--- src/rtl/tt_um_a_0_seq_divider.sv ---
// Iterative restoring unsigned divider, one quotient bit per clock.
// Optional DIV_EARLY_EXIT_EN: A < B finishes at the start edge.
module tt_um_a_0_seq_divider #(
    parameter int WIDTH = 8
) (
    input  logic       clk,
    input  logic       rst_n,
    input  logic [7:0] ui_in,
    output logic [7:0] uo_out,
    input  logic [7:0] uio_in,
    output logic [7:0] uio_out,
    output logic [7:0] uio_oe,
    input  logic       ena
);

`ifdef DIV_EARLY_EXIT_EN
    localparam bit EARLY = 1'b1;
`else
    localparam bit EARLY = 1'b0;
`endif

    localparam int CW = (WIDTH > 1) ? $clog2(WIDTH) : 1;

    typedef enum logic [1:0] {
        S_IDLE,
        S_CALC,
        S_DONE
    } state_t;

    state_t           r_state;
    state_t           w_next;
    logic [WIDTH-1:0] r_a;
    logic [WIDTH-1:0] r_b;
    logic [WIDTH-1:0] r_q;
    logic [WIDTH:0]   r_rem;
    logic [CW-1:0]    r_cnt;
    logic             r_dbz;

    logic             w_ld_a;
    logic             w_ld_b;
    logic             w_start;
    logic             w_sel;
    logic             w_ld;
    logic             w_bz;
    logic             w_small;
    logic [WIDTH:0]   w_trial;
    logic             w_ge;
    logic [WIDTH:0]   w_rem_next;
    logic [WIDTH:0]   w_shift;
    logic             w_unused;

    assign w_ld_a  = uio_in[0];
    assign w_ld_b  = uio_in[1];
    assign w_start = uio_in[2];
    assign w_sel   = uio_in[3];
    assign w_ld    = w_ld_a | w_ld_b;
    assign w_bz    = (r_b == '0);
    assign w_small = EARLY && (r_a < r_b);

    // Trial subtraction: bring the next dividend bit into the remainder.
    assign w_trial    = {r_rem[WIDTH-1:0], r_q[WIDTH-1]};
    assign w_ge       = (w_trial >= {1'b0, r_b});
    assign w_rem_next = w_ge ? (w_trial - {1'b0, r_b}) : w_trial;
    assign w_shift    = {r_q, w_ge};

    assign uo_out   = w_sel ? 8'(r_rem[WIDTH-1:0]) : 8'(r_q);
    assign uio_out  = {1'b0, r_dbz, (r_state == S_DONE),
                       (r_state == S_CALC), 4'b0000};
    assign uio_oe   = 8'hF0;
    assign w_unused = &{1'b0, ena, ui_in, uio_in[7:4], r_rem[WIDTH]};

    // State register.
    always_ff @(posedge clk) begin
        if (!rst_n) r_state <= S_IDLE;
        else        r_state <= w_next;
    end

    // Next-state decode: start wins over load; loads leave DONE.
    always_comb begin
        w_next = r_state;
        case (r_state)
            S_IDLE, S_DONE: begin
                if (w_start) begin
                    if (w_bz || w_small) w_next = S_DONE;
                    else                 w_next = S_CALC;
                end else if (w_ld) begin
                    w_next = S_IDLE;
                end
            end
            S_CALC: begin
                if (r_cnt == '0) w_next = S_DONE;
            end
            default: w_next = S_IDLE;
        endcase
    end

    // Operand capture and shift/subtract datapath.
    always_ff @(posedge clk) begin
        if (!rst_n) begin
            r_a   <= '0;
            r_b   <= '0;
            r_q   <= '0;
            r_rem <= '0;
            r_cnt <= '0;
            r_dbz <= 1'b0;
        end else if (r_state == S_CALC) begin
            r_rem <= w_rem_next;
            r_q   <= w_shift[WIDTH-1:0];
            if (r_cnt != '0) r_cnt <= r_cnt - 1'b1;
        end else begin
            if (w_ld_a) r_a <= ui_in[WIDTH-1:0];
            if (w_ld_b) r_b <= ui_in[WIDTH-1:0];
            if (w_start) begin
                if (w_bz) begin
                    r_q   <= '1;
                    r_rem <= {1'b0, r_a};
                    r_dbz <= 1'b1;
                end else if (w_small) begin
                    r_q   <= '0;
                    r_rem <= {1'b0, r_a};
                    r_dbz <= 1'b0;
                end else begin
                    r_q   <= r_a;
                    r_rem <= '0;
                    r_cnt <= CW'(WIDTH - 1);
                    r_dbz <= 1'b0;
                end
            end else if (w_ld) begin
                r_dbz <= 1'b0;
            end
        end
    end

endmodule

--- config.mk ---
export PLATFORM = sky130hd
export DESIGN_NAME = tt_um_a_0_seq_divider
export DESIGN_NICKNAME = d
export VERILOG_FILES = /design/src/rtl/tt_um_a_0_seq_divider.sv
export SDC_FILE = /design/constraint.sdc
export NUM_CORES = 1
export LEC_CHECK = 0
export BUFFER_PORTS_ARGS = -buffer_cell sky130_fd_sc_hd__buf_4
export CORE_ASPECT_RATIO = 0.5
export CORE_MARGIN = 2
export CORE_UTILIZATION = 50
export DETAILED_ROUTE_END_ITERATION = 8
export MAX_ROUTING_LAYER = met4
export PLACE_DENSITY = 0.73
export SKIP_LAST_GASP = 1
export SYNTH_ARGS = -nofsm -noshare
export SYNTH_HDL_FRONTEND = slang
export SYNTH_SLANG_ARGS = --single-unit
--- constraint.sdc ---
create_clock -name clk -period 3.05 [get_ports clk]
set_input_delay 0.305 -clock clk [delete_from_list [all_inputs] [get_ports clk]]
set_output_delay 0.305 -clock clk [all_outputs]
set_load 0.05 [all_outputs]
==> summary.txt, run 1 <==
Run status
  • Outcome: completed

Die
  • DIE HEIGHT: ~54 um
  • Core box area: ~4600 um^2
  • Die width: about 100 um
  • Rows: 17
  • Die area: 5520 um^2
  • Initial Utilization: 0.539
  • Top Ports: 43

Timing
  • RSZ-0062 raised after global routing: no
  • Max Clock Freq: 435 MHz
  • Max-slew violation count: 0
  • Fin. Hold Viols: 0
  • Final setup viols: 0
  • Clk_skew: roughly 0.0051 ns
  • Period utilisation layout: 0.754
  • Setup_tns: 0 ns
  • Tmin final: 2.30 ns
  • Max-slew headroom: 0.659
  • Slew of the pin with the lowest slew margin: 0.508 ns

Critical path
  • Setup Crit Path Kind: reg -> reg
  • Buf+Inv Stages, Crit Path: 0
  • Crit end category: flip-flop
  • Critical-path top delay cell: dfxtp_1
  • CP startpoint kind: flip-flop
  • Worst EP required: ~3.2 ns
  • Max incr delay on CP: ~0.46 ns
  • Arrival time worst endpoint: 2.48 ns
  • Crit path max fanout: 8
  • Top cell family by delay on the critical path: compound AO/OA/AOI/OAI gates
  • Crit-path cells: ha_1 -> and2_4 -> a221oi_4 -> o21ai_1 -> or4_1 -> o211a_1

Worst hold path
  • Hold WC Path Type: in -> reg

Pwr
  • Overall Power: approximately 1.7 mW
  • Max VDD drop: 0.394 mV
  • Leak: about 1.2 nW
  • Power per cell area: approximately 630 nW/um^2

Finish
  • Non-Filler Instances: approximately 390
  • Most frequent cells in the layout: dfxtp_1 (38), nand2_1 (36), nand3_1 (27)
  • Area Growth Syn to Fin: 8.97%
  • Final Util: 0.587
  • Design Area, Final: roughly 2700 um^2
  • Reg area: 761 um^2
  • Fin nets: between 300 and 400
  • Share of cells above drive strength 1: 0.147
  • N_diodes: 0
  • Commonest non-fill, non-tap cell in the layout: dfxtp_1
  • Area of the multi-input gates: 1470 um^2
  • Fill cell count: a little over 400

Detailed routing
  • Routed Antenna Nets: 0
  • Drt drc: 0
  • Vias: ~2.2k
  • DR vias/cell: between 5 and 6
  • Initial drt markers: roughly 240
  • Drt first pass iters: 5
  • Routed wl met2: approximately 2500 um
  • Wire per inst: 15.2 um
  • Met1 wire length: roughly 2800 um
  • Final WL: slightly below 6000 um
  • Top routing layer used: met4
  • Met3 wire len: between 500 and 600 um

Global route
  • Vias in the first global route: roughly 2.0k
  • Largest net degree at the start of global routing: 42
  • First-pass GRT wire length: ~9700 um
  • GRT overflow: 0
  • Tot GR Track Use: 0.243
  • Initial antenna violation count: 0

Synthesis
  • FF+latch count, synth: 38
  • Mean Syn Cell Area: 7.97 um^2
  • Main flop type after synthesis: dfxtp_1
  • Syn Inst Count: 308
  • Sequential share of the synthesized area: 0.310
  • Syn Std Cell Area: ~2500 um^2
  • Yosys warning count: 0
  • Post-synth EDFFs: 0
  • Yosys cell types: 51
  • Post-synth ARST share: 0

CTS
  • H-Tree Depth: 2
  • Cts repair resizes: 0
  • TritonCTS buffer count: 5
  • Hold Buf Count CTS: 0
  • Clk Latency, worst-skew pair: ~0.29 ns
  • CTS clock-pin slew for the worst setup and hold paths: roughly 0.070 ns
  • Clock root cell: clkbuf_8
  • CTS tree: done
  • Postcts setup bufs: 0
  • Clock Tree Buf Depth: 2
  • Clk sink count: 38

Place
  • IO buf count: 24
  • Placed insts: around 380
  • Final HPWL DP: roughly 4200 um
  • Placed Area: ~2600 um^2
  • RePlAce Congestion: approximately 0.85

Job
  • Max_cap viols: 0
## state kept, by name (all words and copies together) (netlist names)
name     flops
r_a          8
r_b          8
r_cnt        3
r_dbz        1
r_q          8
r_rem        8
r_state      2
## cells in the mapped netlist, types with 2 or more instances
cell / instances / share of area
o221ai_1: 3 / 0.011
dfxtp_1: 38 / 0.31
a21oi_1: 8 / 0.016
clkbuf_1: 15 / 0.023
nor2_1: 10 / 0.015
and3_1: 4 / 0.010
xnor2_1: 3 / 0.011
buf_2: 2 / 0.0041
nor2b_1: 3 / 0.0076
nor3_1: 2 / 0.0041
ha_1: 10 / 0.051
conb_1: 2 / 0.0031
a21o_1: 4 / 0.012
inv_1: 18 / 0.028
nand4_1: 2 / 0.0051
nand3_1: 27 / 0.055
nand2b_1: 6 / 0.015
buf_4: 15 / 0.046
or3_1: 2 / 0.0051
a21boi_0: 18 / 0.055
nand2_1: 36 / 0.055
nor4_2: 2 / 0.010
o21a_1: 4 / 0.012
o311a_1: 9 / 0.037
mux2_2: 7 / 0.032
nor3b_1: 3 / 0.0092
o21ai_0: 24 / 0.049
and2_1: 2 / 0.0051
a31oi_1: 7 / 0.018
## layer usage
metal,up-vias,GRT usage
met5,-,-
met4,0,0.0724
met3,10,0.0494
met2,94,0.360
met1,998,0.337
li1,1099,-
## path summary, 6_finish.rpt
check / endpoint / slack, ns / cells past startpoint / from
max reg2reg: r_rem[7]$_SDFFE_PN0P_ / 0.75 / 6 / r_rem[3]$_SDFFE_PN0P_
min reg2reg: r_b[4]$_SDFFE_PN0P_ / 0.49 / 2 / r_b[4]$_SDFFE_PN0P_
min: r_a[2]$_SDFFE_PN0P_ / 0.30 / 3 / ui_in[2]
max: r_rem[7]$_SDFFE_PN0P_ / 0.75 / 6 / r_rem[3]$_SDFFE_PN0P_
## logic make-up after synthesis
logic type | share of synthesized area
compound gates | 0.269
xor+xnor | 0.0107
flops | 0.310
mux | 0.0321
simple gates | 0.209
other cells | 0.00306
buf+inv | 0.107
fa+ha+maj | 0.0592
## tightest hold or removal path, delay by kind of cell
| kind | cells | cell delay [ns] |
|---|---|---|
| buffers and inverters | 1 | 0.11 |
| AO/OA/AOI/OAI | 1 | 0.07 |
| AND/OR/NAND/NOR | 1 | 0.05 |
## stage by stage
stage | hold slack, ns | worst slack [ns]
floorplan | 0.452 | 1.03
global placement | 0.473 | 0.853
detailed placement | 0.485 | 0.822
CTS | 0.285 | 0.796
global route | 0.297 | 0.656
finish | 0.296 | 0.752
## area by class of cell
type,instances,area share
Sequential cell,38,0.285
Multi-Input combinational cell,229,0.551
Clock inverter,1,0.00187
Inverter,19,0.0267
Clock buffer,7,0.0323
Timing Repair Buffer,26,0.0730
Tap cell,66,0.0309
## where the power goes
group | switching [mW] | leakage (nW) | internal (mW)
clock | 0.173 | 0.0482 | 0.182
sequential | 0.0519 | 0.313 | 0.555
combinational | 0.451 | 0.789 | 0.258
total | 0.677 | 1.15 | 0.996
(Power assumes the default switching activity.)
==> run 2, diff against run 1 <==
Settings changed: PLACE_DENSITY 0.73 to 0.75.
Clock period 3.05 ns to 2.1 ns, I/O delays scaled along.
==> summary.txt, run 2 (synthesis results as in run 1) <==
Pwr
  • Sw power: 1.04 mW (+54%)
  • Part of the power in the clock network: 0.236 (+0.023)
  • Overall Power: 2.66 mW (+59%)
  • Power per cell area: 937 nW/um^2 (+50%)
  • Max VDD drop: 0.596 mV (+51%)
  • Leak: 1.24 nW (+7.7%)
  • Sw Share: 0.390 (-0.0141)
  • Reg power frac: 0.329 (-0.034)
  • Gate power share: 0.435 (+0.011)
  • Int Power: 1.62 mW (+63%)

Finish
  • Fin nets: 366 (+4.9%)
  • Commonest non-fill, non-tap cell in the layout: buf_4
  • Share of cells above drive strength 1: 0.205 (+0.0579)
  • Non-Filler Instances: 403 (+4.4%)
  • Most frequent cells in the layout: buf_4 (43), dfxtp_1 (37), nand2_1 (36)
  • Area Growth Syn to Fin: 15.9%
  • N_diodes: 0 (unchanged)

Place
  • Dpl ws: 0.0362 ns (-0.786 ns)
  • IO buf count: 24 (unchanged)
  • RePlAce Congestion: 0.925 (+8.7%)
  • Placed insts: 394 (+4.2%)
  • Final HPWL DP: 4740 um (+12%)

Global route
  • First-pass GRT wire length: 10,400 um (+6.6%)
  • Vias in the first global route: 2,078 (+6.6%)
  • Tot GR Track Use: 0.260 (+0.0177)
  • Largest net degree at the start of global routing: 42 (unchanged)
  • GRT overflow: 0 (unchanged)
  • Initial antenna violation count: 0 (unchanged)

CTS
  • Clk Latency, worst-skew pair: 0.30 ns (about the same)
  • CTS clock-pin slew for the worst setup and hold paths: 0.08 ns (about the same)
  • TritonCTS buffer count: 5 (unchanged)
  • Clk sink count: 38 (unchanged)
  • CTS tree: done
  • H-Tree Depth: 2 (unchanged)
  • Clock Tree Buf Depth: 2 (unchanged)
  • Clock root cell: clkbuf_8

Timing
  • RSZ-0062 raised after global routing: yes
  • Clk_skew: 0.00608 ns (+0.000946 ns)
  • Max-slew violation count: 0 (unchanged)
  • Max Clock Freq: 489 MHz (+12%)
  • Fin. Hold Viols: 0 (unchanged)
  • Tmin final: 2.04 ns (-0.255 ns)
  • Period utilisation layout: 0.973 (+0.219)
  • Setup_tns: 0 ns (unchanged)
  • PnR worst setup slack: 0.0569 ns (-0.695 ns)
  • Final setup viols: 0 (unchanged)

Detailed routing
  • Drt drc: 0 (unchanged)
  • Vias: 2,301 (+4.5%)
  • Final WL: 6200 um (+5.5%)
  • Routed Antenna Nets: 0 (unchanged)
  • Drt first pass iters: 4 (-1)
  • Wire per inst: 15.4 um (+1.0%)
  • Initial drt markers: 243 (+0.41%)
  • DR vias/cell: 5.71 (+0.13%)

Die
  • Rows: 17 (unchanged)
  • Die area: 5520 um^2 (unchanged)
  • Core box area: 4550 um^2 (unchanged)
  • DIE HEIGHT: 53.5 um (unchanged)
  • Die width: 103 um (unchanged)
  • Initial Utilization: 0.539 (unchanged)
  • Top Ports: 43 (unchanged)

Worst hold path
  • Hold Crit Depth: 3 (unchanged)
  • Hold_sp: ui_in[6]
  • Hold EP: r_a[6]$_SDFFE_PN0P_
  • Hold WC Path Type: in -> reg

Critical path
  • CP startpoint kind: flip-flop
  • Arrival time worst endpoint: 2.24 ns (-0.24 ns)
  • Reg2reg path depth: 7 (+1)
  • Crit end category: flip-flop
  • Setup Crit Path Kind: reg -> reg
  • Reg2Reg Setup Slack: 0.06 ns (-0.69 ns)
  • Reg2reg end: r_rem[7]$_SDFFE_PN0P_
  • Critical R2R Launch: r_b[4]$_SDFFE_PN0P_
  • Crit path max fanout: 5 (-3)
  • Worst EP required: 2.30 ns (-0.93 ns)

Job
  • Max_cap viols: 0 (unchanged)

Run status
  • Outcome: completed
## run 2: cell types whose count changed in the layout (fill, tap and decap cells not counted), sizes merged
| cell | before | now |
|---|---|---|
| buf | 26 | 43 |
| bufinv | 0 | 1 |
| clkinv | 1 | 0 |
| clkbuf | 7 | 6 |
| clkinvlp | 0 | 1 |
## run 2: how the worst max path moves through the flow
stage / startpoint / endpoint / slack (ns) / cells past startpoint
after global routing: r_b[4]$_SDFFE_PN0P_ / r_rem[0]$_SDFFE_PN0P_ / -0.007 / 8
after CTS: r_b[3]$_SDFFE_PN0P_ / r_rem[7]$_SDFFE_PN0P_ / 0.02 / 7
final: r_b[4]$_SDFFE_PN0P_ / r_rem[7]$_SDFFE_PN0P_ / 0.06 / 7
after detailed placement: r_b[3]$_SDFFE_PN0P_ / r_rem[7]$_SDFFE_PN0P_ / 0.04 / 7
after floorplan: r_b[4]$_SDFFE_PN0P_ / r_rem[7]$_SDFFE_PN0P_ / 0.08 / 7
after global placement: r_q[7]$_SDFFE_PN0P_ / r_rem[6]$_SDFFE_PN0P_ / 0.06 / 8
## run 2: critical path, cell delays in order (launching register included)
cell       delay, ns
dfxtp_1         0.34
inv_1           0.05
ha_1            0.30
buf_4           0.17
a221oi_4        0.35
a2111oi_1       0.13
or3_1           0.38
o211a_1         0.23
## run 2: layer usage
layer	track usage	share of wire
met4	0.0987	0.020
met1	0.348	0.48
met3	0.0494	0.061
met2	0.397	0.44
met5	-	0
## run 2: through the flow
| step | hold WS (ns) | instance area (um^2) | utilization |
|---|---|---|---|
| after CTS | 0.180 | 2810 | 0.618 |
| after floorplan | 0.366 | 2490 | - |
| final | 0.184 | 2840 | 0.625 |
| after global routing | 0.193 | 2840 | 0.625 |
| after global placement | 0.475 | 2700 | 0.594 |
| after detailed placement | 0.488 | 2700 | 0.594 |
## run 2: cell type report
| cell class | count | area, um^2 |
|---|---|---|
| Clock inverter | 2 | 37.5 |
| Sequential cell | 38 | 762 |
| Multi-Input combinational cell | 229 | 1490 |
| Clock buffer | 6 | 72.6 |
| Fill cell | 421 | 1710 |
| Timing Repair Buffer | 43 | 323 |
| Tap cell | 66 | 82.6 |
| Inverter | 19 | 71.3 |
## run 2: repair_timing
action | CTS | global route
setup endpoints to repair | 1 | 3
setup buffers | 0 | 1
gates resized for setup | 1 | 7
hold buffers | 0 | 0
pin swaps | 0 | 1
## run 2: power by group through the flow
stage	Combinational (mW)	Sequential [mW]	Clock (mW)
after global routing	1.27	0.886	0.660
final	1.16	0.877	0.630
after CTS	1.11	0.874	0.635
after floorplan	0.832	0.869	0
after detailed placement	1.10	0.890	0
after global placement	1.08	0.885	0
